**config.mk**
```make
export PLATFORM = sky130hd
export DESIGN_NAME = dmem_port_ctrl_flat
export DESIGN_NICKNAME = d
export VERILOG_FILES = /design/src/rtl/dmem_port_ctrl_if.sv /design/src/rtl/dmem_port_ctrl.sv /design/src/flat_wrapper.sv
export SDC_FILE = /design/constraint.sdc
export NUM_CORES = 1
export LEC_CHECK = 0
export BUFFER_PORTS_ARGS = -buffer_cell sky130_fd_sc_hd__buf_2
export CAP_MARGIN = 10
export CELL_PAD_IN_SITES_DETAIL_PLACEMENT = 0
export CELL_PAD_IN_SITES_GLOBAL_PLACEMENT = 1
export CORE_MARGIN = 1
export CORE_UTILIZATION = 27
export DETAILED_ROUTE_END_ITERATION = 6
export PLACE_DENSITY = 0.88
export SETUP_SLACK_MARGIN = 0.3
export SLEW_MARGIN = 20
export SYNTH_ARGS = -nofsm -noshare
export SYNTH_HDL_FRONTEND = slang
export SYNTH_SLANG_ARGS = --single-unit
```
**constraint.sdc**
```tcl
create_clock -name i_clk -period 2.72 [get_ports i_clk]
set_clock_uncertainty 0.2 [all_clocks]
set_input_delay 0.136 -clock i_clk [delete_from_list [all_inputs] [get_ports i_clk]]
set_output_delay 0.136 -clock i_clk [all_outputs]
set_load 0.05 [all_outputs]
```
**src/rtl/dmem_port_ctrl_if.sv**
```systemverilog
// rtl/dmem_port_ctrl_if.sv - MEM-stage, debug-dump and memory-port signal bundle for dmem_port_ctrl
// o_addr_err exists only when DMEM_ADDR_CHECK_EN is defined.
interface dmem_port_ctrl_if #(
    parameter int NBITS = 32
);
    logic             i_step;
    logic             i_mem_read;
    logic             i_mem_write;
    logic [NBITS-1:0] i_alu_address;
    logic [NBITS-1:0] i_data_reg;
    logic [NBITS-1:0] o_data_read;
    logic             o_stall;
    logic             i_dump_start;
    logic [NBITS-1:0] o_dump_data;
    logic [NBITS-1:0] o_dump_addr;
    logic             o_dump_valid;
    logic             i_dump_ready;
    logic             o_dump_busy;
    logic             o_dump_done;
    logic [NBITS-1:0] o_mem_addr;
    logic [NBITS-1:0] o_mem_wdata;
    logic             o_mem_we;
    logic             o_mem_re;
    logic [NBITS-1:0] i_mem_rdata;
`ifdef DMEM_ADDR_CHECK_EN
    logic             o_addr_err;
`endif

    modport slave (
        input  i_step, i_mem_read, i_mem_write, i_alu_address, i_data_reg,
        input  i_dump_start, i_dump_ready, i_mem_rdata,
`ifdef DMEM_ADDR_CHECK_EN
        output o_addr_err,
`endif
        output o_data_read, o_stall, o_dump_data, o_dump_addr, o_dump_valid,
        output o_dump_busy, o_dump_done, o_mem_addr, o_mem_wdata, o_mem_we, o_mem_re
    );

    modport master (
        output i_step, i_mem_read, i_mem_write, i_alu_address, i_data_reg,
        output i_dump_start, i_dump_ready, i_mem_rdata,
`ifdef DMEM_ADDR_CHECK_EN
        input  o_addr_err,
`endif
        input  o_data_read, o_stall, o_dump_data, o_dump_addr, o_dump_valid,
        input  o_dump_busy, o_dump_done, o_mem_addr, o_mem_wdata, o_mem_we, o_mem_re
    );
endinterface

```
**src/rtl/dmem_port_ctrl.sv**
```systemverilog
// rtl/dmem_port_ctrl.sv - data-memory port shared between the MEM stage and the debug dump engine
// Define DMEM_ADDR_CHECK_EN to suppress and flag pipeline accesses at or beyond TAM.
module dmem_port_ctrl #(
    parameter int NBITS = 32,
    parameter int TAM   = 16
) (
    input  logic            i_clk,
    input  logic            i_reset,
    dmem_port_ctrl_if.slave bus
);
    localparam int AW = (TAM > 1) ? $clog2(TAM) : 1;

    typedef enum logic [2:0] {S_IDLE, S_RD, S_WAIT, S_OUT, S_DONE} state_t;

    state_t           state;
    state_t           state_nxt;
    logic             pending;
    logic             rd_pend;
    logic [AW-1:0]    cnt;
    logic             dump_valid_q;
    logic [NBITS-1:0] dump_data_q;
    logic [NBITS-1:0] dump_addr_q;

    logic             req;
    logic             pa;
    logic             dump_go;
    logic             handshake;
    logic             last_word;
    logic             in_range;
    logic             pipe_rd;
    logic [NBITS-1:0] pipe_addr;

    assign req       = bus.i_step & (bus.i_mem_read | bus.i_mem_write);
    assign pa        = req & (state == S_IDLE);
    // A start pulse may launch the dump in its own cycle; the pipeline always wins the port.
    assign dump_go   = (pending | bus.i_dump_start) & ~pa;
    assign handshake = (state == S_OUT) & dump_valid_q & bus.i_dump_ready;
    assign last_word = (cnt == AW'(TAM - 1));
    assign pipe_rd   = pa & bus.i_mem_read & ~bus.i_mem_write & in_range;

`ifdef DMEM_ADDR_CHECK_EN
    assign in_range  = (bus.i_alu_address < NBITS'(TAM));
    assign pipe_addr = bus.i_alu_address;
`else
    logic unused_addr_hi;
    assign in_range       = 1'b1;
    assign pipe_addr      = NBITS'(bus.i_alu_address[AW-1:0]);
    assign unused_addr_hi = ^bus.i_alu_address[NBITS-1:AW];
`endif

    always_ff @(posedge i_clk or negedge i_reset) begin
        if (!i_reset) state <= S_IDLE;
        else          state <= state_nxt;
    end

    always_comb begin
        state_nxt = state;
        case (state)
            S_IDLE:  if (dump_go) state_nxt = S_RD;
            S_RD:    state_nxt = S_WAIT;
            S_WAIT:  state_nxt = S_OUT;
            S_OUT:   if (handshake) state_nxt = last_word ? S_DONE : S_RD;
            S_DONE:  state_nxt = S_IDLE;
            default: state_nxt = S_IDLE;
        endcase
    end

    always_comb begin
        bus.o_mem_addr   = (state == S_RD) ? NBITS'(cnt) : pipe_addr;
        bus.o_mem_wdata  = bus.i_data_reg;
        bus.o_mem_we     = pa & bus.i_mem_write & in_range;
        bus.o_mem_re     = (state == S_RD) | pipe_rd;
        bus.o_stall      = req & (state != S_IDLE);
        bus.o_data_read  = rd_pend ? bus.i_mem_rdata : '0;
        bus.o_dump_valid = dump_valid_q;
        bus.o_dump_data  = dump_data_q;
        bus.o_dump_addr  = dump_addr_q;
        bus.o_dump_busy  = pending | (state != S_IDLE);
        bus.o_dump_done  = (state == S_DONE);
`ifdef DMEM_ADDR_CHECK_EN
        bus.o_addr_err   = pa & ~in_range;
`endif
    end

    // Start pulses are only latched while idle, so a running dump ignores them.
    always_ff @(posedge i_clk or negedge i_reset) begin
        if (!i_reset) begin
            pending      <= 1'b0;
            rd_pend      <= 1'b0;
            cnt          <= '0;
            dump_valid_q <= 1'b0;
            dump_data_q  <= '0;
            dump_addr_q  <= '0;
        end else begin
            rd_pend <= pipe_rd;
            if (state == S_IDLE) begin
                if (dump_go) begin
                    pending <= 1'b0;
                    cnt     <= '0;
                end else if (bus.i_dump_start) begin
                    pending <= 1'b1;
                end
            end
            if (state == S_WAIT) begin
                dump_valid_q <= 1'b1;
                dump_data_q  <= bus.i_mem_rdata;
                dump_addr_q  <= NBITS'(cnt);
            end else if (handshake) begin
                dump_valid_q <= 1'b0;
                if (!last_word) cnt <= cnt + 1'b1;
            end
        end
    end
endmodule

```
**src/flat_wrapper.sv**
```systemverilog
// flat-port wrapper written by rule: the top's interface ports become plain ports
module dmem_port_ctrl_flat 
#(
    parameter int NBITS = 32,
    parameter int TAM   = 16
)
  (i_clk, i_reset, bus_i_step, bus_i_mem_read, bus_i_mem_write, bus_i_alu_address, bus_i_data_reg, bus_i_dump_start, bus_i_dump_ready, bus_i_mem_rdata, bus_o_data_read, bus_o_stall, bus_o_dump_data, bus_o_dump_addr, bus_o_dump_valid, bus_o_dump_busy, bus_o_dump_done, bus_o_mem_addr, bus_o_mem_wdata, bus_o_mem_we, bus_o_mem_re);
  dmem_port_ctrl_if #(.NBITS(NBITS)) bus_i ();
  input  logic i_clk;
  input  logic i_reset;
  input wire logic [$bits(bus_i.i_step)-1:0] bus_i_step;
  input wire logic [$bits(bus_i.i_mem_read)-1:0] bus_i_mem_read;
  input wire logic [$bits(bus_i.i_mem_write)-1:0] bus_i_mem_write;
  input wire logic [$bits(bus_i.i_alu_address)-1:0] bus_i_alu_address;
  input wire logic [$bits(bus_i.i_data_reg)-1:0] bus_i_data_reg;
  input wire logic [$bits(bus_i.i_dump_start)-1:0] bus_i_dump_start;
  input wire logic [$bits(bus_i.i_dump_ready)-1:0] bus_i_dump_ready;
  input wire logic [$bits(bus_i.i_mem_rdata)-1:0] bus_i_mem_rdata;
  output wire logic [$bits(bus_i.o_data_read)-1:0] bus_o_data_read;
  output wire logic [$bits(bus_i.o_stall)-1:0] bus_o_stall;
  output wire logic [$bits(bus_i.o_dump_data)-1:0] bus_o_dump_data;
  output wire logic [$bits(bus_i.o_dump_addr)-1:0] bus_o_dump_addr;
  output wire logic [$bits(bus_i.o_dump_valid)-1:0] bus_o_dump_valid;
  output wire logic [$bits(bus_i.o_dump_busy)-1:0] bus_o_dump_busy;
  output wire logic [$bits(bus_i.o_dump_done)-1:0] bus_o_dump_done;
  output wire logic [$bits(bus_i.o_mem_addr)-1:0] bus_o_mem_addr;
  output wire logic [$bits(bus_i.o_mem_wdata)-1:0] bus_o_mem_wdata;
  output wire logic [$bits(bus_i.o_mem_we)-1:0] bus_o_mem_we;
  output wire logic [$bits(bus_i.o_mem_re)-1:0] bus_o_mem_re;
  assign bus_i.i_step = bus_i_step;
  assign bus_i.i_mem_read = bus_i_mem_read;
  assign bus_i.i_mem_write = bus_i_mem_write;
  assign bus_i.i_alu_address = bus_i_alu_address;
  assign bus_i.i_data_reg = bus_i_data_reg;
  assign bus_i.i_dump_start = bus_i_dump_start;
  assign bus_i.i_dump_ready = bus_i_dump_ready;
  assign bus_i.i_mem_rdata = bus_i_mem_rdata;
  assign bus_o_data_read = bus_i.o_data_read;
  assign bus_o_stall = bus_i.o_stall;
  assign bus_o_dump_data = bus_i.o_dump_data;
  assign bus_o_dump_addr = bus_i.o_dump_addr;
  assign bus_o_dump_valid = bus_i.o_dump_valid;
  assign bus_o_dump_busy = bus_i.o_dump_busy;
  assign bus_o_dump_done = bus_i.o_dump_done;
  assign bus_o_mem_addr = bus_i.o_mem_addr;
  assign bus_o_mem_wdata = bus_i.o_mem_wdata;
  assign bus_o_mem_we = bus_i.o_mem_we;
  assign bus_o_mem_re = bus_i.o_mem_re;
  dmem_port_ctrl #(.NBITS(NBITS), .TAM(TAM)) u_core (.i_clk(i_clk), .i_reset(i_reset), .bus(bus_i));
endmodule
```
# Word level (Yosys, flattened, before mapping)
# Index checks and enable logic that the tools add are counted.
dict set report word_totals {
  inputBits 103
  register_bits 46
  out_inout_bits 166
  wordCells 51
}
dict set report op_classes {
  n_reduce_logical 6
  bitwise 15
  n_mux 15
  addsub 1
  n_eq_ne 7
}
# op count
set ops {}
lappend ops {{two-way mux 32 bit} 1}
lappend ops {{two-way mux 4 bit} 6}
lappend ops {{one-hot mux 3 bit (4 select lines)} 1}
lappend ops {{bitwise AND 1 bit} 9}
lappend ops {{two-way mux 3 bit} 3}
lappend ops {{equality test 3 x 2 -> 1 bit, second input constant} 2}
lappend ops {{adder 4 x 1 -> 4 bit, second input constant} 1}
lappend ops {{equality test 4 bit, second input constant} 1}
lappend ops {{two-way mux 1 bit} 4}
lappend ops {{inequality test 2 x 1 -> 1 bit, second input constant} 2}
lappend ops {{OR 1 bit} 4}
lappend ops {{AND reduction 2 bit} 2}
lappend ops {{nonzero test 2 bit} 2}
lappend ops {{equality test 3 x 1 -> 1 bit, second input constant} 1}
lappend ops {{equality test 3 bit, second input constant} 1}
lappend ops {{zero test 3 bit} 1}
lappend ops {{nonzero test 3 bit} 1}
lappend ops {{inverter 1 bit} 2}

# Depth between registers and ports, before layout
dict set report depth {
  depth_word 10
  ltp_mapped 5
  ltp_nobuf 5
}

# Worst setup path before layout
# OpenSTA, ideal clock, no wires.
dict set report synth_timing {
  path_type {register to register}
  start {reg u_core.dump_valid_q, in the netlist u_core.bus.o_dump_valid}
  end {reg u_core.cnt[3]}
  path_slack_ps 930
  arrival_ps 1467
  path_stages_with_launch 5
  n_path_buf 0
  t_required_ps 2396
  setup_time_ps 124
  synth_period_minus_slack_ps 1790
  path_cell_list {dfrtp_1 -> and4_1 -> nand2b_2 -> o211a_1 -> a211o_1}
}
dict set report synth_via {
  elab_chain_cells 4
}
# element line_no
set synth_rtl {}
lappend synth_rtl {{from (decl)} dmem_port_ctrl.sv:20} ;# logic dump_valid_q;
lappend synth_rtl {{from (signal assigned)} dmem_port_ctrl.sv:91} ;# dump_valid_q <= 1'b0;
lappend synth_rtl {{from (signal assigned)} dmem_port_ctrl.sv:105} ;# dump_valid_q <= 1'b1;
lappend synth_rtl {{from (signal assigned)} dmem_port_ctrl.sv:109} ;# dump_valid_q <= 1'b0;
lappend synth_rtl {{bitwise AND 1 bit (2 in a row)} dmem_port_ctrl.sv:37} ;# assign handshake = (state == S_OUT) & dump_valid_q & bus.i_dump_ready;
lappend synth_rtl {{two-way mux 4 bit} dmem_port_ctrl.sv:108} ;# end else if (handshake) begin
lappend synth_rtl {{two-way mux 4 bit} dmem_port_ctrl.sv:104} ;# if (state == S_WAIT) begin
lappend synth_rtl {{to (signal assigned)} dmem_port_ctrl.sv:110} ;# if (!last_word) cnt <= cnt + 1'b1;
lappend synth_rtl {{to (decl)} dmem_port_ctrl.sv:19} ;# logic [AW-1:0] cnt;
# Every way passes these cells.
# A chain may end at the register's enable or synchronous reset.

# Worst setup path in the final report
dict set report layout_timing {
  start {reg u_core.state[2]}
  end {out bus_o_mem_re}
}
dict set report layout_via {
  elab_chain_cells 5
  word_cells_on_any_way 6
  classes_between {eq/ne (1); bitwise (4); reduce/logical (1)}
}
# element line_no
set layout_rtl {}
lappend layout_rtl {{from (decl)} dmem_port_ctrl.sv:15} ;# state_t state;
lappend layout_rtl {{from (signal assigned)} dmem_port_ctrl.sv:53} ;# else state <= state_nxt;
lappend layout_rtl {{zero test 3 bit} dmem_port_ctrl.sv:34} ;# assign pa = req & (state == S_IDLE);
lappend layout_rtl {{bitwise AND 1 bit} dmem_port_ctrl.sv:34}
lappend layout_rtl {{bitwise AND 1 bit (2 in a row)} dmem_port_ctrl.sv:39} ;# assign pipe_rd = pa & bus.i_mem_read & ~bus.i_mem_write & in_range;
lappend layout_rtl {{named net u_core.pipe_rd} dmem_port_ctrl.sv:30} ;# logic pipe_rd;
lappend layout_rtl {{OR 1 bit} dmem_port_ctrl.sv:72} ;# bus.o_mem_re = (state == S_RD) | pipe_rd;
lappend layout_rtl {{to (decl)} flat_wrapper.sv:29} ;# output wire logic [$bits(bus_i.o_mem_re)-1:0] bus_o_mem_re;
# The timed path passes the listed nets, and every way through them passes these cells.

==> summary.md <==
## Power and ir drop
- 0.00397 W — Power, Total
- 1.86 nW — leakage power
- 1120 nW/um^2 — PD cells
- 0.515 mV — worst vdd ir

## Drt
- 2056 — vias after detailed routing
- 0 — number of routed nets with antenna violations
- 537 microns — routed wire length on met3
- 3.37 mm — wire length on met2
- 2.35 mm — sum of routed wire segments on met1
- 3.98 — via-per-instance ratio
- met5 — topmost layer with routed signal wires
- 89 — first-iteration detailed-routing DRC count
- 12.2 microns — routed wirelength normalized by instance count
- 6.33 mm — total routed wirelength
- 0 — post-route DRC violation count
- 4 — Detailed Routing Iterations Pass 1

## Logic synthesis
- 100% — Async S/R FF share, synth
- 10.9 sq um — mean area per synthesized cell
- 256 — cell count after synthesis
- sky130_fd_sc_hd__dfrtp_1 41%, sky130_fd_sc_hd__buf_4 24%, sky130_fd_sc_hd__mux2_2 16% — ranking of synthesized cells by area
- 2800 sq um — synthesized area
- 46 — register bit total from synthesis
- 33 — Netlist cell types
- sky130_fd_sc_hd__dfrtp_1 — largest area contributor in the netlist
- sky130_fd_sc_hd__buf_4 — most numerous cell in the Yosys netlist
- 41.1% — Yosys top cell area share
- 89 x sky130_fd_sc_hd__buf_4, 46 x sky130_fd_sc_hd__dfrtp_1, 40 x sky130_fd_sc_hd__mux2_2 — most frequent cells after synthesis
- 41.1% — sequential element share of the synthesized area
- sky130_fd_sc_hd__dfrtp_1 — most common flop cell mapped by yosys
- 0 — number of warnings printed during yosys synthesis
- 0 — count of flip-flops with a built-in enable after synthesis

## Die
- 28.3% — initial standard-cell utilization of the core
- 9910 sq um — Core Box Area
- 104 microns — Chip Width
- 269 — # IOs
- 10800 sq um — die area
- 36 — Std-Cell Rows
- 104 microns — Chip Height

## Layout
- 0 — antenna cells
- 1007 — filler instances
- 487 — net total in the final layout
- 26.7% — relative area change from synthesis to final layout
- 517 — Cell Count, Final, Fillers Out
- 45.6% — share of final-layout standard cells stronger than drive strength 1

## Min path
- in -> reg — Tightest Hold Check Type

## Timing
- 0 — number of max-slew violations in the final report
- 61.4% — tightest slew margin relative to the limit
- 0 — Hold Vio Cnt, Final
- 0 — number of endpoints failing setup at the final stage
- 478 MHz — Highest Clock Rate
- 77.0% — Final Cycle Share
- 0.579 ns — slew at the pin closest to its max-slew limit
- 0 ns — aggregate negative setup slack
- 2.09 ns — Period minus WS final
- no — setup repair after global routing missed its margin

## Global routing
- 47 — largest net degree at the start of global routing
- 1 — number of antenna violations at the first check in global routing
- 0 — total overflow reported by the global router
- 1932 — via count of the first global-routing pass
- 9.56 mm — first-pass GRT wire length
- 11.3% — GRT Resource Usage Total

## CTS
- 0.30 ns — clock network latency to the later pin of the worst-skew pair
- 5 — CTS buffer count
- 0 — number of setup buffers added after CTS
- 0 — post-cts resize count
- 2 — Clock Tree Buf Depth
- sky130_fd_sc_hd__clkbuf_8 — root buffer cell
- 46 — Num Clock Sinks
- 37 — Post-CTS Hold Fix Bufs
- 2 — maximum level of the CTS H-tree
- built — clock tree from TritonCTS
- 0.09 ns — Clock transition at path regs

## Worst setup path
- reg -> out — type of the worst setup path
- output port — Worst Setup End Kind
- 1.76 ns — arrival time at the worst endpoint
- 2.38 ns — required time at the endpoint of the critical path
- 8 — maximum net fanout on the critical path
- register — startpoint kind of the worst setup timing path

## Job
- 0 — Max Cap Viol

## Placed design
- 120 — Port Buffers
- 472 — Cell Count Post-Placement
- 4.44 mm — HPWL Detailed
- 0.722 — global placement routability congestion

## Run status
- finished clean — outcome

-- kinds of logic (layout without fill, tap and decap cells) --
family | Yosys count | count (layout) | share of synthesized area [%]
buffers and inverters | 96 | 169 | 25.6
AND/OR/NAND/NOR | 55 | 55 | 12.3
flip-flops | 46 | 46 | 41.1
multiplexers | 41 | 41 | 16.4
AO/OA/AOI/OAI | 15 | 15 | 3.66
adder cells (fa/ha/maj) | 1 | 1 | 0.447
other | 1 | 56 | 0.134
XOR/XNOR | 1 | 1 | 0.313
-- sequential cells by signal, indices dropped and copies added (netlist names) --
signal and flops:
u_core.rd_pend 1, u_core.bus.o_dump_addr 4, u_core.state 3, u_core.cnt 4, u_core.bus.o_dump_data 32, u_core.pending 1, u_core.bus.o_dump_valid 1
-- metal layers --
layer / vias to the layer above / global-route usage, %
met5: - / 0
met4: 2 / 2.96
met3: 8 / 3.51
met2: 123 / 22.0
met1: 971 / 11.4
li1: 952 / -
-- critical path, cell delays in order (launching register included) --
cell and delay [ns]:
sky130_fd_sc_hd__dfrtp_1 0.49, sky130_fd_sc_hd__nor3_4 0.34, sky130_fd_sc_hd__and4b_1 0.25, sky130_fd_sc_hd__or2_2 0.11
sky130_fd_sc_hd__buf_2 0.26
-- final timing paths --
kind	from	to	slack, ns	cells after the start
setup reg to reg	u_core.state[2]	u_core.rd_pend	0.83	3
hold / removal	bus_i_step	u_core.pending	0.05	3
setup / recovery	u_core.state[2]	bus_o_mem_re	0.63	4
hold reg to reg	u_core.bus.o_dump_data[10]	u_core.bus.o_dump_data[10]	0.30	1
min in group asynchronous	i_reset	u_core.bus.o_dump_data[16]	0.19	2
max in group asynchronous	i_reset	u_core.bus.o_dump_data[8]	1.74	2
-- report_power, final --
group / switching (W) / internal (W) / total (W)
clock: 0.000229 / 0.000182 / 0.000411
combinational: 0.00169 / 0.000667 / 0.00235
sequential: 0.000204 / 0.00101 / 0.00121
total: 0.00212 / 0.00185 / 0.00397
-- area by class of cell --
cell class	count	area, sq um	area share [%]
repair buffers	160	996	28.1
well taps	133	166	4.69
flip-flops and latches	46	1150	32.4
clock buffers	6	72.6	2.05
multi-input cells	169	1140	32.3
inverters	1	3.75	0.106
clock inverters	2	13.8	0.388
-- placed cells by master, fill, tap and decap left out --
cell and n:
sky130_fd_sc_hd__buf_2 119, sky130_fd_sc_hd__o211a_1 1, sky130_fd_sc_hd__nand2_1 2, sky130_fd_sc_hd__nor3_4 1
sky130_fd_sc_hd__clkbuf_1 1, sky130_fd_sc_hd__clkinv_2 1, sky130_fd_sc_hd__and3_1 1, sky130_fd_sc_hd__nand3_1 3
sky130_fd_sc_hd__o21ai_0 3, sky130_fd_sc_hd__nand2b_2 1, sky130_fd_sc_hd__clkbuf_8 5, sky130_fd_sc_hd__and2_1 34
sky130_fd_sc_hd__and4_1 1, sky130_fd_sc_hd__a21oi_1 4, sky130_fd_sc_hd__dlygate4sd3_1 37, sky130_fd_sc_hd__o211ai_2 1
sky130_fd_sc_hd__a211o_1 1, sky130_fd_sc_hd__conb_1 56, sky130_fd_sc_hd__nor3_1 2, sky130_fd_sc_hd__o22ai_1 1
sky130_fd_sc_hd__nand3b_1 1, sky130_fd_sc_hd__nor3b_2 1, sky130_fd_sc_hd__mux2_2 40, sky130_fd_sc_hd__dfrtp_1 46
sky130_fd_sc_hd__inv_1 1, sky130_fd_sc_hd__or2_2 1, sky130_fd_sc_hd__nand2b_1 1, sky130_fd_sc_hd__ha_1 1
sky130_fd_sc_hd__a21o_1 1, sky130_fd_sc_hd__xnor2_1 1, sky130_fd_sc_hd__buf_4 4, sky130_fd_sc_hd__mux2i_1 1
sky130_fd_sc_hd__and4b_1 1, sky130_fd_sc_hd__nor3b_1 1, sky130_fd_sc_hd__clkinv_4 1, sky130_fd_sc_hd__nor2_1 4
sky130_fd_sc_hd__o21a_1 2, sky130_fd_sc_hd__o21bai_1 1
-- through the flow --
stage	area, sq um	worst slack, ns	hold WS, ns	utilization (%)
2_1_floorplan	3010	0.930	-0.360	-
3_3_place_gp	3090	0.891	0.0723	31.2
3_5_place_dp	3090	0.862	0.0723	31.2
4_1_cts	3550	0.614	0.0404	35.8
5_1_grt	3550	0.495	0.0687	35.8
6_report	3550	0.627	0.0516	35.8
No activity file was read; power rests on OpenSTA's default activity.
